**src/rtl/vdp_reg_write_arbiter_pkg.sv**
```systemverilog
// Shared VDP definitions for the register-write arbiter.
// Holds the index and data widths, the grant encoding and the starvation-counter limits.
package vdp_reg_write_arbiter_pkg;

    localparam int VDP_ADDR_W = 5;
    localparam int VDP_DATA_W = 16;
    localparam int STARVE_W   = 6;
    localparam logic [STARVE_W-1:0] STARVE_MAX = '1;

    typedef enum logic [1:0] {
        GRANT_IDLE   = 2'd0,
        GRANT_COPPER = 2'd1,
        GRANT_HOST   = 2'd2
    } grant_e;

    typedef struct packed {
        logic [VDP_ADDR_W-1:0] addr;
        logic [VDP_DATA_W-1:0] data;
    } reg_write_t;

    function automatic logic [STARVE_W-1:0] starve_inc(input logic [STARVE_W-1:0] value);
        return (value == STARVE_MAX) ? value : value + STARVE_W'(1);
    endfunction

endpackage

```
**src/rtl/vdp_reg_write_arbiter_fifo.sv**
```systemverilog
// Host write queue: power-of-two depth, wrapping pointers and an explicit level counter.
// Pushes while full and pops while empty are ignored, so the queue cannot be corrupted.
module vdp_reg_write_fifo
    import vdp_reg_write_arbiter_pkg::*;
#(
    parameter int DEPTH = 4,
    localparam int PTR_W = $clog2(DEPTH),
    localparam int LVL_W = $clog2(DEPTH) + 1
) (
    input  logic             clk,
    input  logic             reset_n,
    input  logic             push_i,
    input  reg_write_t       push_data_i,
    input  logic             pop_i,
    output reg_write_t       head_o,
    output logic [LVL_W-1:0] level_o
);

    localparam logic [LVL_W-1:0] DEPTH_L = LVL_W'(DEPTH);

    reg_write_t       mem_q [DEPTH];
    logic [PTR_W-1:0] wr_ptr_q, wr_ptr_d;
    logic [PTR_W-1:0] rd_ptr_q, rd_ptr_d;
    logic [LVL_W-1:0] level_q, level_d;
    logic             do_push;
    logic             do_pop;

    assign do_push = push_i && (level_q != DEPTH_L);
    assign do_pop  = pop_i && (level_q != '0);

    // Pointers wrap naturally at the power-of-two boundary; level never comes from pointer equality.
    always_comb begin
        wr_ptr_d = wr_ptr_q;
        rd_ptr_d = rd_ptr_q;
        level_d  = level_q;
        if (do_push) wr_ptr_d = wr_ptr_q + PTR_W'(1);
        if (do_pop)  rd_ptr_d = rd_ptr_q + PTR_W'(1);
        case ({do_push, do_pop})
            2'b10:   level_d = level_q + LVL_W'(1);
            2'b01:   level_d = level_q - LVL_W'(1);
            default: level_d = level_q;
        endcase
    end

    always_ff @(posedge clk or negedge reset_n) begin
        if (!reset_n) begin
            wr_ptr_q <= '0;
            rd_ptr_q <= '0;
            level_q  <= '0;
        end else begin
            wr_ptr_q <= wr_ptr_d;
            rd_ptr_q <= rd_ptr_d;
            level_q  <= level_d;
        end
    end

    always_ff @(posedge clk) begin
        if (do_push) mem_q[wr_ptr_q] <= push_data_i;
    end

    assign head_o  = mem_q[rd_ptr_q];
    assign level_o = level_q;

endmodule

```
**src/rtl/vdp_reg_write_arbiter.sv**
```systemverilog
// Merges unstallable copper writes and queued host writes onto the single VDP register-file port.
// Copper always wins; a sticky flag records when the host has been locked out for 63 cycles.
module vdp_reg_write_arbiter
    import vdp_reg_write_arbiter_pkg::*;
#(
    parameter int FIFO_DEPTH = 4
) (
    input  logic                  clk,
    input  logic                  reset_n,
    input  logic                  host_write_en,
    input  logic [VDP_ADDR_W-1:0] host_address,
    input  logic [VDP_DATA_W-1:0] host_data,
    output logic                  host_ready,
    input  logic                  copper_write_en,
    input  logic [VDP_ADDR_W-1:0] copper_address,
    input  logic [VDP_DATA_W-1:0] copper_data,
    output logic                  reg_write_en,
    output logic [VDP_ADDR_W-1:0] reg_write_address,
    output logic [VDP_DATA_W-1:0] reg_write_data,
    output logic [4:0]            host_queue_level,
    output logic                  host_starved
);

    localparam int LVL_W = $clog2(FIFO_DEPTH) + 1;
    localparam logic [LVL_W-1:0] DEPTH_L = LVL_W'(FIFO_DEPTH);

    grant_e                state_q, state_d;
    logic [VDP_ADDR_W-1:0] addr_q, addr_d;
    logic [VDP_DATA_W-1:0] data_q, data_d;
    logic [STARVE_W-1:0]   starve_q, starve_d;
    logic                  starved_q, starved_d;

    logic [LVL_W-1:0]      level;
    logic                  queue_nonempty;
    logic                  host_push;
    logic                  host_pop;
    reg_write_t            host_entry;
    reg_write_t            head;

    assign host_ready     = (level < DEPTH_L);
    assign queue_nonempty = (level != '0);
    assign host_push      = host_write_en && host_ready;
    assign host_pop       = (state_d == GRANT_HOST);
    assign host_entry     = '{addr: host_address, data: host_data};

    vdp_reg_write_fifo #(
        .DEPTH (FIFO_DEPTH)
    ) u_fifo (
        .clk         (clk),
        .reset_n     (reset_n),
        .push_i      (host_push),
        .push_data_i (host_entry),
        .pop_i       (host_pop),
        .head_o      (head),
        .level_o     (level)
    );

    // The next state is the grant for this cycle; the registered state drives the write strobe.
    always_comb begin
        state_d   = GRANT_IDLE;
        addr_d    = addr_q;
        data_d    = data_q;
        starve_d  = '0;
        starved_d = starved_q;

        if (copper_write_en) begin
            state_d = GRANT_COPPER;
        end else if (queue_nonempty) begin
            state_d = GRANT_HOST;
        end

        case (state_d)
            GRANT_COPPER: begin
                addr_d = copper_address;
                data_d = copper_data;
            end
            GRANT_HOST: begin
                addr_d = head.addr;
                data_d = head.data;
            end
            default: begin
                addr_d = addr_q;
                data_d = data_q;
            end
        endcase

        if (state_d == GRANT_COPPER && queue_nonempty) begin
            starve_d = starve_inc(starve_q);
        end
        if (starve_d == STARVE_MAX) begin
            starved_d = 1'b1;
        end
    end

    always_ff @(posedge clk or negedge reset_n) begin
        if (!reset_n) begin
            state_q   <= GRANT_IDLE;
            addr_q    <= '0;
            data_q    <= '0;
            starve_q  <= '0;
            starved_q <= 1'b0;
        end else begin
            state_q   <= state_d;
            addr_q    <= addr_d;
            data_q    <= data_d;
            starve_q  <= starve_d;
            starved_q <= starved_d;
        end
    end

    assign reg_write_en      = (state_q != GRANT_IDLE);
    assign reg_write_address = addr_q;
    assign reg_write_data    = data_q;
    assign host_queue_level  = 5'(level);
    assign host_starved      = starved_q;

endmodule

```
**config.mk**
```make
export PLATFORM = sky130hd
export DESIGN_NAME = vdp_reg_write_arbiter
export DESIGN_NICKNAME = d
export VERILOG_FILES = /design/src/rtl/vdp_reg_write_arbiter_pkg.sv /design/src/rtl/vdp_reg_write_arbiter_fifo.sv /design/src/rtl/vdp_reg_write_arbiter.sv
export SDC_FILE = /design/constraint.sdc
export NUM_CORES = 1
export LEC_CHECK = 0
export CORE_ASPECT_RATIO = 1.1
export CORE_UTILIZATION = 55
export DETAILED_ROUTE_END_ITERATION = 8
export GPL_TIMING_DRIVEN = 0
export PLACE_DENSITY = 0.85
export SLEW_MARGIN = 25
export SYNTH_ARGS = -nofsm -noshare
export SYNTH_HDL_FRONTEND = slang
export SYNTH_HIERARCHICAL = 1
export SYNTH_SLANG_ARGS = --single-unit
```
**constraint.sdc**
```tcl
create_clock -name clk -period 5.8 [get_ports clk]
set_input_delay 1.45 -clock clk [delete_from_list [all_inputs] [get_ports clk]]
set_output_delay 1.45 -clock clk [all_outputs]
set_load 0.02 [all_outputs]
```
# Word-level counts from Yosys, hierarchy flattened
# Memories as Yosys holds them, arrays and structs flattened.
# Index checks and enable logic that the tools add are counted.
# op_classes
addsub	5
order_cmp	1
eq_ne	7
n_mux	9
n_reduce_logical	8
# ops
operator	count
one-hot mux 16 bit (2 select lines)	1
equality test 6 bit, second input constant	2
2-to-1 mux 6 bit	2
one-hot mux 5 bit (2 select lines)	1
adder 6 x 1 -> 6 bit, second input constant	1
one-hot mux 3 bit (2 select lines)	1
nonzero test 2 bit	3
adder 2 x 1 -> 2 bit, second input constant	2
equality test 2 x 1 -> 1 bit, second input constant	2
equality test 2 bit, second input constant	2
logical AND 1 bit	4
2-to-1 mux 2 bit	2
adder 3 x 1 -> 3 bit, second input constant	1
< comparator 3 bit, second input constant	1
inequality test 3 bit, second input constant	1
nonzero test 3 bit	1
subtractor 3 x 1 -> 3 bit, second input constant	1
2-to-1 mux 1 bit	2
# word_totals
register_bits	37
mem_bits_rw	84
in_bits	46
output_inout_bits	29
word_cells	39
memories	1
# mem_list
name	words	width	rd	rd_clocked_by_memory_dff	write_ports	line	text
u_fifo.mem_q	4	21	1	0	1	vdp_reg_write_arbiter_fifo.sv:21	reg_write_t mem_q [DEPTH];

# Longest topological paths before layout
# Gate-level depths: netlist of the first run.
# logic_depth
depth_word	7
ltp_mapped	10
ltp_nobuf	9

# Modules after synthesis
# Netlist of the first run, hierarchy kept.
# modules_own_cells
module	n_inst	cells_each	area_per_inst_um2	seq_area_each_um2
vdp_reg_write_fifo	1	147	3480.8	2697.6
vdp_reg_write_arbiter	1	142	1460.2	750.7

# Worst setup path after synthesis of the first run
# OpenSTA, ideal clock, no wires.
# synth_path
kind	input port to flip-flop
from	input port copper_write_en
to	register u_fifo.level_q[2] (netlist: u_fifo/level_o[2])
setup_ps	81
arrival_ps	3139
required_time_ps	5719
slack_ps	2580
path_stages	10
n_path_buf	2
path_cell_list	clkbuf_1 clkbuf_1 nor2_1 o31a_1 ha_1 inv_1 fa_1 xor2_1 nor2_1 xor2_1
# synth_between
elab_chain_len	5
word_cells_on_any_way	7
cone_classes	eq/ne (3); mux (2); reduce/logical (2)
# synth_lines
element	line	text
from (decl)	vdp_reg_write_arbiter.sv:14	input logic copper_write_en,
2-to-1 mux 2 bit *	vdp_reg_write_arbiter.sv:66	if (copper_write_en) begin
equality test 2 bit *	vdp_reg_write_arbiter.sv:43	assign host_pop = (state_d == GRANT_HOST);
via host_pop	vdp_reg_write_arbiter.sv:36	logic host_pop;
logical AND 1 bit *	vdp_reg_write_arbiter_fifo.sv:29	assign do_pop = pop_i && (level_q != '0);
via u_fifo.do_pop	vdp_reg_write_arbiter_fifo.sv:26	logic do_pop;
equality test 2 x 1 -> 1 bit or equality test 2 bit (tied branches)	vdp_reg_write_arbiter_fifo.sv:38	case ({do_push, do_pop})
one-hot mux 3 bit (2 select lines) or nonzero test 2 bit (tied branches)	n/a	
to (signal assigned)	vdp_reg_write_arbiter_fifo.sv:53	level_q <= level_d;
to (decl)	vdp_reg_write_arbiter_fifo.sv:24	logic [LVL_W-1:0] level_q, level_d;
# The timed path passes the listed nets; every way through them passes the cells marked *.
# A chain may end at the register's enable or synchronous reset.

# Worst setup path after layout of the first run
# Same ends and word-level chain as after synthesis.

==> results of run 1 <==
kinds of logic (layout without fill, tap and decap cells):
kind of cell / after synthesis / count (layout) / synth area share (%)
adder cells (fa/ha/maj): 7 / 7 / 1.925
AO/OA/AOI/OAI: 34 / 34 / 3.950
AND/OR/NAND/NOR: 52 / 52 / 5.318
multiplexers: 45 / 45 / 14.69
other: 1 / 2 / 0.07590
XOR/XNOR: 7 / 7 / 1.241
flip-flops: 121 / 121 / 69.79
buffers and inverters: 22 / 128 / 3.013
metrics by stage:
stage / hold slack (ns) / total power, mW
final: 0.4807 / 3.133
after detailed placement: 0.4673 / 2.175
after global placement: 0.4590 / 2.117
after CTS: 0.4794 / 3.156
after global routing: 0.5055 / 3.267
after floorplan: 0.5340 / 1.832
worst max-delay path, cell delays in order:
cell             delay [ns]
clkdlybuf4s50_1        0.43
clkbuf_1               0.25
clkbuf_1               0.34
nor2_1                 0.28
o31a_1                 0.30
ha_1                   0.22
inv_1                  0.06
fa_1                   0.37
xor2_1                 0.15
nor2_1                 0.12
xor2_1                 0.14
path summary, 6_finish.rpt:
kind | startpoint | endpoint | slack [ns] | cells after the start
max | copper_write_en | u_fifo/level_o[2] | 2.11 | 11
min | host_starved | host_starved | 0.48 | 1
max reg2reg | u_fifo/level_o[2] | u_fifo/level_o[2] | 3.25 | 10
min reg2reg | host_starved | host_starved | 0.48 | 1
max in group asynchronous | reset_n | u_fifo/wr_ptr_q[1] | 4.57 | 2
min in group asynchronous | reset_n | reg_write_data[12] | 0.80 | 1
cells in the final DEF, fill, tap and decap left out, types with 3 or more instances in the layout:
| cell type | instances |
|---|---|
| nor2_1 | 6 |
| nand2_1 | 28 |
| o21ai_1 | 18 |
| xnor2_1 | 3 |
| edfxtp_1 | 84 |
| mux4_2 | 18 |
| xor2_1 | 4 |
| a31oi_1 | 4 |
| dfrtp_1 | 37 |
| buf_2 | 4 |
| clkbuf_16 | 16 |
| and2_2 | 3 |
| buf_12 | 3 |
| inv_1 | 7 |
| buf_6 | 3 |
| clkbuf_1 | 8 |
| clkinv_2 | 5 |
| nor3_1 | 3 |
| mux4_1 | 3 |
| ha_1 | 6 |
| clkdlybuf4s50_1 | 71 |
| mux2i_1 | 23 |
| o21ai_0 | 4 |
routing by layer:
metal	global-route usage, %	up-vias	part of all wire, %
met1	29.93	1451	39
met5	0	-	0
met2	43.53	139	53
li1	-	1293	-
met3	6.006	17	5.8
met4	13.10	0	2.1
flip-flops by register name, summed over array words and instances, names as in the netlist:
signal	flops
starve_q	6
reg_write_address	5
reg_write_data	16
host_starved	1
u_fifo/rd_ptr_q	2
state_q	2
u_fifo/mem_q	84
u_fifo/level_o	3
u_fifo/wr_ptr_q	2
synth_stat cells (all sizes together):
| master | count | area share (%) |
|---|---|---|
| a31oi | 4 | 0.51 |
| conb | 1 | 0.076 |
| o31a | 1 | 0.18 |
| ha | 6 | 1.5 |
| a32oi | 1 | 0.18 |
| nand3 | 1 | 0.10 |
| inv | 7 | 0.53 |
| nor2 | 7 | 0.58 |
| nor3b | 2 | 0.30 |
| mux2 | 1 | 0.23 |
| buf | 11 | 2.2 |
| dfrtp | 37 | 19 |
| nor3 | 6 | 1.0 |
| xnor2 | 3 | 0.53 |
| a41o | 1 | 0.20 |
| nor2b | 1 | 0.13 |
| nand2 | 28 | 2.1 |
| fa | 1 | 0.41 |
| nand2b | 2 | 0.41 |
| edfxtp | 84 | 51 |
| o22ai | 1 | 0.13 |
| clkbuf | 4 | 0.30 |
| a21oi | 3 | 0.30 |
| mux2i | 23 | 4.7 |
| nand4 | 1 | 0.13 |
| o21ai | 22 | 2.2 |
| a21boi | 1 | 0.23 |
| and2 | 3 | 0.38 |
| xor2 | 4 | 0.71 |
| or2 | 1 | 0.13 |
| mux4 | 21 | 9.8 |
power by group through the flow:
stage                     Clock, mW  Combinational, mW  Sequential [mW]
after floorplan                   0              0.562             1.27
after global placement            0              0.906             1.21
after detailed placement          0              0.953             1.22
after CTS                     0.972              0.972             1.21
after global routing           1.01               1.03             1.23
final                         0.961              0.961             1.21
area by class of cell:
type / count / area, µm² / area share (%)
clock buffers: 22 / 442.9 / 6.911
plain buffers: 15 / 122.6 / 1.913
clock inverters: 10 / 103.9 / 1.620
repair buffers: 74 / 763.2 / 11.91
multi-input cells: 147 / 1363 / 21.26
flip-flops and latches: 121 / 3448 / 53.81
inverters: 7 / 26.28 / 0.4100
well taps: 111 / 138.9 / 2.167
==> impl_metrics.env, run 1 <==
export IMPL_pwr_share_seq_pct=38.7
export IMPL_htreeDepth=4
export IMPL_dr_total_vias=2900
export IMPL_fin_tns_setup_ns=0
export IMPL_worst_pin_slew_ns=0.6218
export IMPL_pwr_share_clk_pct=30.7
export IMPL_drive_gt1_share_pct=17.68
export IMPL_drv_cap=0
export IMPL_placed_cells=475
export IMPL_tritoncts="yes"
export IMPL_grtUsageTotal_pct=25.32
export IMPL_min_period_ns=3.688
export IMPL_cp_end_kind="flop"
export IMPL_die_area_um2=9367
export IMPL_crit_fanout=10
export IMPL_synthesis_area_um2=4941
export IMPL_cts_hold_buf=0
export IMPL_routedWlPerCell_um=20.90
export IMPL_routed_wl_um=10600
export IMPL_avgSynthCellArea_um2=17.10
export IMPL_grt_pass1_wl_um=16600
export IMPL_p_int_mw=2.205
export IMPL_dieHeight_um=101.4
export IMPL_fp_dieW_um=92.37
export IMPL_post_route_util_pct=75.05
export IMPL_pwr_share_comb_pct=30.7
export IMPL_slew_headroom_pct=58.54
export IMPL_post_cts_buffers=0
export IMPL_status="finished, final reports clean"
export IMPL_ys_ff_latch=121
export IMPL_pin_count=75
export IMPL_hpwl_um=6378
export IMPL_stdcell_area_um2=6409
export IMPL_vdd_ir_drop_max_v=0.0003155
export IMPL_drc=0
export IMPL_root_buffer="clkbuf_8"
export IMPL_power_per_cell_area_nw_per_um2=488.9
export IMPL_overflow=0
export IMPL_fin_cells=507
export IMPL_synth_cells=289
export IMPL_setup_violations=0
export IMPL_initial_utilization_pct=57.86
export IMPL_cp_start_kind="input port"
export IMPL_maxSlewViolCount=0
export IMPL_routabilityCongestion=0.8640
export IMPL_finalHoldViolations=0
export IMPL_area_delta_synth_final_pct=29.70
export IMPL_nFillCells=492
export IMPL_yosysWarnings=6
export IMPL_max_clock_path_buffers=2
export IMPL_numPortBuffers=72
export IMPL_switching_share_pct=29.62
export IMPL_period_share_pct=63.59
export IMPL_clock_skew_ns=0.01047
export IMPL_clk_latency_ns=0.51
export IMPL_timing_final_ws_setup_ns=2.112
export IMPL_place_area_um2=5862
export IMPL_fmaxAchievable_mhz=271.1
export IMPL_drt_iter0_drc=206
export IMPL_grt_max_degree=30
export IMPL_yosysSeqAreaShare_pct=69.79
export IMPL_clock_sinks=121
export IMPL_antenna_left=0
export IMPL_viasPerCell=5.720
export IMPL_grt_pass1_vias=3107
export IMPL_pre_cts_slack_ns=1.605
export IMPL_min_path_type="reg -> reg"
export IMPL_core_area_um2=8539
export IMPL_firstDrtPassIters=5
export IMPL_rsz0062_at_grt="no"
export IMPL_critPathKind="in -> reg"
export IMPL_nNetsFinal=436
export IMPL_antenna_found_initial=0
export IMPL_cts_resized=0
export IMPL_numCtsBuffers=17
export IMPL_leakagePower_nw=2.335
export IMPL_power_switching_mw=0.9280
export IMPL_worst_ep_required_time_ns=6.23
export IMPL_num_rows=35
export IMPL_synthDistinctLibCells=41
export IMPL_diodes=0
export IMPL_worstPathArrival_ns=4.12
export IMPL_clkTransAtPathRegs_ns=0.06
Power figures use the tool's default switching activity.
==> run 2: changes to the inputs <==
CORE_UTILIZATION = 48   (was 55)
PLACE_DENSITY = 0.79   (was 0.85)
clock period = 3.3 ns   (was 5.8 ns; I/O delays follow)
==> run 2 against run 1 <==
Compared with the run above: critical endpoint unchanged; highest routed layer unchanged; clock skew down 0.0048 ns; flip-flop and latch count did not move; first-iteration DRC count decreased by 3.9%; worst hold slack got worse by 0.28 ns; core utilization shrank 10 points; clock power increased by 77%; count of clock-buffer cells in the layout unchanged; register-to-register slack worse by 2.4 ns.
==> impl_metrics.env, run 2 (synthesized netlist as in run 1, its figures left out) <==
export IMPL_multi_input_comb_area_um2=1363
export IMPL_tritoncts="yes"
export IMPL_leakagePower_nw=2.336
export IMPL_max_clock_path_buffers=2
export IMPL_num_rows=38
export IMPL_placed_cells=484
export IMPL_layout_common_cells="edfxtp_1 (84), clkdlybuf4s50_1 (71), dfrtp_1 (37)"
export IMPL_critPathKind="in -> reg"
export IMPL_clkTransAtPathRegs_ns=0.06
export IMPL_overflow=0
export IMPL_status="finished, final reports clean"
export IMPL_area_delta_synth_final_pct=30.08
export IMPL_dieHeight_um=108.4
export IMPL_drive_gt1_share_pct=17.42
export IMPL_nFillCells=691
export IMPL_fp_dieW_um=98.74
export IMPL_vdd_ir_drop_max_v=0.0004070
export IMPL_die_area_um2=10700
export IMPL_post_route_util_pct=64.68
export IMPL_crit_fanout=10
export IMPL_grt_pass1_wl_um=15140
export IMPL_finalPower_mw=5.477
export IMPL_dr_total_vias=2828
export IMPL_cts_resized=0
export IMPL_nNetsFinal=436
export IMPL_power_per_cell_area_nw_per_um2=852.1
export IMPL_min_period_ns=3.012
export IMPL_clock_skew_ns=0.005656
export IMPL_pin_count=75
export IMPL_diodes=0
export IMPL_slowest_stage="clkbuf_1"
export IMPL_initial_utilization_pct=49.72
export IMPL_crit_chain="clkdlybuf4s50_1, clkbuf_1, clkbuf_1, nor2_1, o31a_1, ha_1, inv_1, fa_1, xor2_1, nor2_1, xor2_1"
export IMPL_layout_commonest_cell="edfxtp_1"
export IMPL_cp_start_kind="input port"
export IMPL_holdWs_ns=0.2022
export IMPL_drt_iter0_drc=198
export IMPL_grt_pass1_vias=2934
export IMPL_root_buffer="clkbuf_8"
export IMPL_grtUsageTotal_pct=19.72
export IMPL_largest_reg_flops=84
export IMPL_finalHoldViolations=0
export IMPL_period_share_pct=91.29
export IMPL_numCtsBuffers=17
export IMPL_core_area_um2=9937
export IMPL_routabilityCongestion=0.7447
export IMPL_pre_cts_slack_ns=-0.2608
export IMPL_seq_area_um2=3448
export IMPL_maxSlewViolCount=0
export IMPL_min_path_type="in -> async"
export IMPL_firstDrtPassIters=4
export IMPL_hpwl_um=6191
export IMPL_drv_cap=0
export IMPL_top_register="u_fifo/mem_q"
export IMPL_timing_final_ws_setup_ns=0.2876
export IMPL_routed_wl_um=9389
export IMPL_antenna_found_initial=0
export IMPL_worst_pin_slew_ns=0.6188
export IMPL_grt_max_degree=28
export IMPL_slowest_delay_ns=0.50
export IMPL_viasPerCell=5.481
export IMPL_drc=0
export IMPL_rsz0062_at_grt="no"
export IMPL_stdcell_area_um2=6427
export IMPL_fin_cells=516
export IMPL_setup_violations=0
export IMPL_cp_end_kind="flop"
export IMPL_clock_sinks=121
export IMPL_antenna_left=0
export IMPL_worst_ep_required_time_ns=3.68
export IMPL_place_area_um2=5873
export IMPL_post_cts_buffers=0
export IMPL_cts_hold_buf=0
export IMPL_htreeDepth=4
export IMPL_fmaxAchievable_mhz=332.0
export IMPL_clk_latency_ns=0.51
export IMPL_worstPathArrival_ns=3.39
export IMPL_numPortBuffers=72
export IMPL_fin_tns_setup_ns=0
export IMPL_slew_headroom_pct=58.75
export IMPL_routedWlPerCell_um=18.20
==> run 2: cell counts in the layout (fill, tap and decap cells not counted) <==
Identical to the previous run, type by type.
==> run 2: power breakdown <==
part | internal (mW) | switching (mW)
Clock | 1.10 | 0.604
Combinational | 0.851 | 0.809
Sequential | 1.94 | 0.172
==> run 2: layer usage <==
| layer | track usage [%] | vias to the layer above | routed length [µm] |
|---|---|---|---|
| li1 | - | 1292 | - |
| met1 | 25.10 | 1420 | 3995 |
| met2 | 32.14 | 97 | 4747 |
| met3 | 4.654 | 19 | 442 |
| met4 | 9.701 | 0 | 204 |
| met5 | 0 | - | 0 |
==> run 2: path summary, 6_finish.rpt <==
check / start / end / slack (ns) / cells past startpoint
worst max-delay path: copper_write_en / u_fifo/level_o[2] / 0.29 / 11
worst min-delay path: reset_n / reg_write_data[4] / 0.20 / 1
worst max register to register: u_fifo/level_o[2] / u_fifo/level_o[2] / 0.83 / 10
worst min register to register: host_starved / host_starved / 0.49 / 1
max in group asynchronous: reset_n / reg_write_data[6] / 2.65 / 2
min in group clk: host_starved / host_starved / 0.49 / 1
==> run 2: critical path: cells and delay by family <==
| kind | cells | cell delay (ns) |
|---|---|---|
| AND/OR/NAND/NOR | 2 | 0.22 |
| AO/OA/AOI/OAI | 1 | 0.19 |
| adder cells (fa/ha/maj) | 2 | 0.41 |
| XOR/XNOR | 2 | 0.29 |
| buffers and inverters | 4 | 1.47 |
==> run 2: final cells by class <==
| class | instances | share of cell area (%) |
|---|---|---|
| inverter | 7 | 0.4088 |
| timing repair buffer | 74 | 11.87 |
| buffer | 15 | 1.908 |
| clock inverter | 10 | 1.577 |
| clock buffer | 22 | 7.047 |
| multi-input combinational | 147 | 21.20 |
| tap | 120 | 2.336 |
| sequential | 121 | 53.65 |
==> run 3: changes to the inputs <==
CORE_UTILIZATION = 31   (was 48)
PLACE_DENSITY = 0.57   (was 0.79)
REMOVE_ABC_BUFFERS = 1   (was unset)
==> run 3 against run 2 <==
Compared with the run above: critical endpoint is now host_queue_level[2]; clock power up 6%; cell count grew 13%; critical path depth fell by 10; die area increased by 54%; sequential power increased by 5%; highest routed layer unchanged; sequential share of layout area shrank 0.63 points; final area rose by 1.3%; core utilization shrank 23 points; clock skew hardly changed; setup slack better by 0.52 ns; combinational power fell by 8%; total power up 1.2%; critical path type is now reg -> out.
==> impl_metrics.env, run 3 (synthesized netlist as in run 1, its figures left out) <==
export IMPL_status="finished, final reports clean"
export IMPL_cp_start_kind="flop"
export IMPL_grtUsageTotal_pct=13.11
export IMPL_clock_sinks=121
export IMPL_crit_chain="clkdlybuf4s50_1"
export IMPL_initial_utilization_pct=31.64
export IMPL_routed_wl_um=9609
export IMPL_nFillCells=1449
export IMPL_num_rows=48
export IMPL_dr_total_vias=2694
export IMPL_worstRegToRegCells=9
export IMPL_post_cts_buffers=0
export IMPL_rsz0062_at_grt="no"
export IMPL_max_clock_path_buffers=2
export IMPL_finalPower_mw=5.540
export IMPL_firstDrtPassIters=4
export IMPL_critPathKind="reg -> out"
export IMPL_htreeDepth=4
export IMPL_clock_skew_ns=0.005621
export IMPL_core_area_um2=15620
export IMPL_tritoncts="yes"
export IMPL_routedWlPerCell_um=16.45
export IMPL_post_route_util_pct=41.68
export IMPL_drc=0
export IMPL_placed_cells=553
export IMPL_layout_commonest_cell="edfxtp_1"
export IMPL_fin_cells=584
export IMPL_numCtsBuffers=17
export IMPL_antenna_found_initial=0
export IMPL_diodes=0
export IMPL_grt_max_degree=27
export IMPL_routabilityCongestion=0.6750
export IMPL_dieHeight_um=134.4
export IMPL_crit_cells=1
export IMPL_crit_fanout=8
export IMPL_nNetsFinal=425
export IMPL_largest_reg_flops=84
export IMPL_cts_hold_buf=0
export IMPL_slowest_delay_ns=0.68
export IMPL_worstPathArrival_ns=1.67
export IMPL_grt_pass1_vias=2804
export IMPL_drv_cap=0
export IMPL_min_period_ns=2.491
export IMPL_layout_common_cells="edfxtp_1 (84), clkdlybuf4s50_1 (70), dfrtp_1 (35)"
export IMPL_numPortBuffers=72
export IMPL_slew_headroom_pct=56.20
export IMPL_maxSlewViolCount=0
export IMPL_crit_buf_inv=1
export IMPL_fp_dieW_um=122.4
export IMPL_viasPerCell=4.613
export IMPL_vdd_ir_drop_max_v=0.0003821
export IMPL_area_delta_synth_final_pct=31.73
export IMPL_cts_resized=0
export IMPL_hpwl_um=6340
export IMPL_antenna_left=0
export IMPL_clk_latency_ns=0.42
export IMPL_setup_violations=0
export IMPL_worst_ep_required_time_ns=2.47
export IMPL_slowest_stage="clkdlybuf4s50_1"
export IMPL_drt_iter0_drc=162
export IMPL_root_buffer="clkbuf_16"
export IMPL_worst_pin_slew_ns=0.6570
export IMPL_top_register="u_fifo/mem_q"
export IMPL_min_path_type="in -> async"
export IMPL_clkTransAtPathRegs_ns=0.06
export IMPL_die_area_um2=16450
export IMPL_crit_family="buffers and inverters"
export IMPL_grt_pass1_wl_um=15210
export IMPL_leakagePower_nw=2.314
export IMPL_cp_end_kind="primary output"
export IMPL_drive_gt1_share_pct=18.49
export IMPL_overflow=0
export IMPL_fmaxAchievable_mhz=401.4
export IMPL_pin_count=75
export IMPL_finalHoldViolations=0
export IMPL_power_per_cell_area_nw_per_um2=851.2
export IMPL_period_share_pct=75.48
==> run 3: path summary, 6_finish.rpt <==
kind | startpoint | to | slack (ns)
worst max-delay path | u_fifo/level_o[2] | host_queue_level[2] | 0.81
worst min-delay path | reset_n | reg_write_data[8] | 0.31
worst max register to register | u_fifo/level_o[2] | u_fifo/level_o[2] | 1.10
worst min register to register | host_starved | host_starved | 0.48
max in group asynchronous | reset_n | u_fifo/rd_ptr_q[1] | 2.51
min in group clk | host_starved | host_starved | 0.48
==> run 3: worst reg2reg max path, stage by stage (launching register included) <==
cell and delay (ns):
dfrtp_1 0.57, nor3_4 0.14, nor2_1 0.15, o31a_1 0.22, ha_1 0.20, inv_1 0.06, fa_1 0.37, xor2_1 0.15
nor2_1 0.11, xor2_1 0.15
==> run 3: final cells by class <==
cell class | instances | area, µm² | share of cell area, %
Sequential cell | 121 | 3451 | 53.02
Inverter | 7 | 26.28 | 0.4037
Multi-Input combinational cell | 147 | 1363 | 20.93
Tap cell | 200 | 250.2 | 3.845
Clock inverter | 14 | 157.7 | 2.422
Clock buffer | 17 | 425.4 | 6.536
Timing Repair Buffer | 78 | 835.8 | 12.84
==> run 3: power breakdown <==
group	internal [mW]	switching, mW	leakage, nW
logic	0.815	0.709	0.825
registers	1.94	0.265	1.21
clock network	1.17	0.640	0.276
==> run 3: per-layer routing <==
layer / vias up / global-route usage (%) / share of wire, %
li1: 1265 / - / -
met5: - / 0 / 0
met1: 1340 / 15.16 / 42
met2: 75 / 21.16 / 51
met4: 0 / 6.301 / 1.8
met3: 14 / 5.102 / 5.4
==> run 3: stage by stage <==
| step | area [µm²] | setup WS (ns) | setup TNS, ns | hold slack [ns] |
|---|---|---|---|---|
| 2_1_floorplan | 4822 | 0.6917 | 0 | 0.5294 |
| 3_3_place_gp | 5793 | -0.7694 | -15.84 | 0.4685 |
| 3_5_place_dp | 5926 | 0.4593 | 0 | 0.4618 |
| 4_1_cts | 6509 | 0.7668 | 0 | 0.3068 |
| 5_1_grt | 6509 | 0.7308 | 0 | 0.3174 |
| 6_report | 6509 | 0.8090 | 0 | 0.3109 |
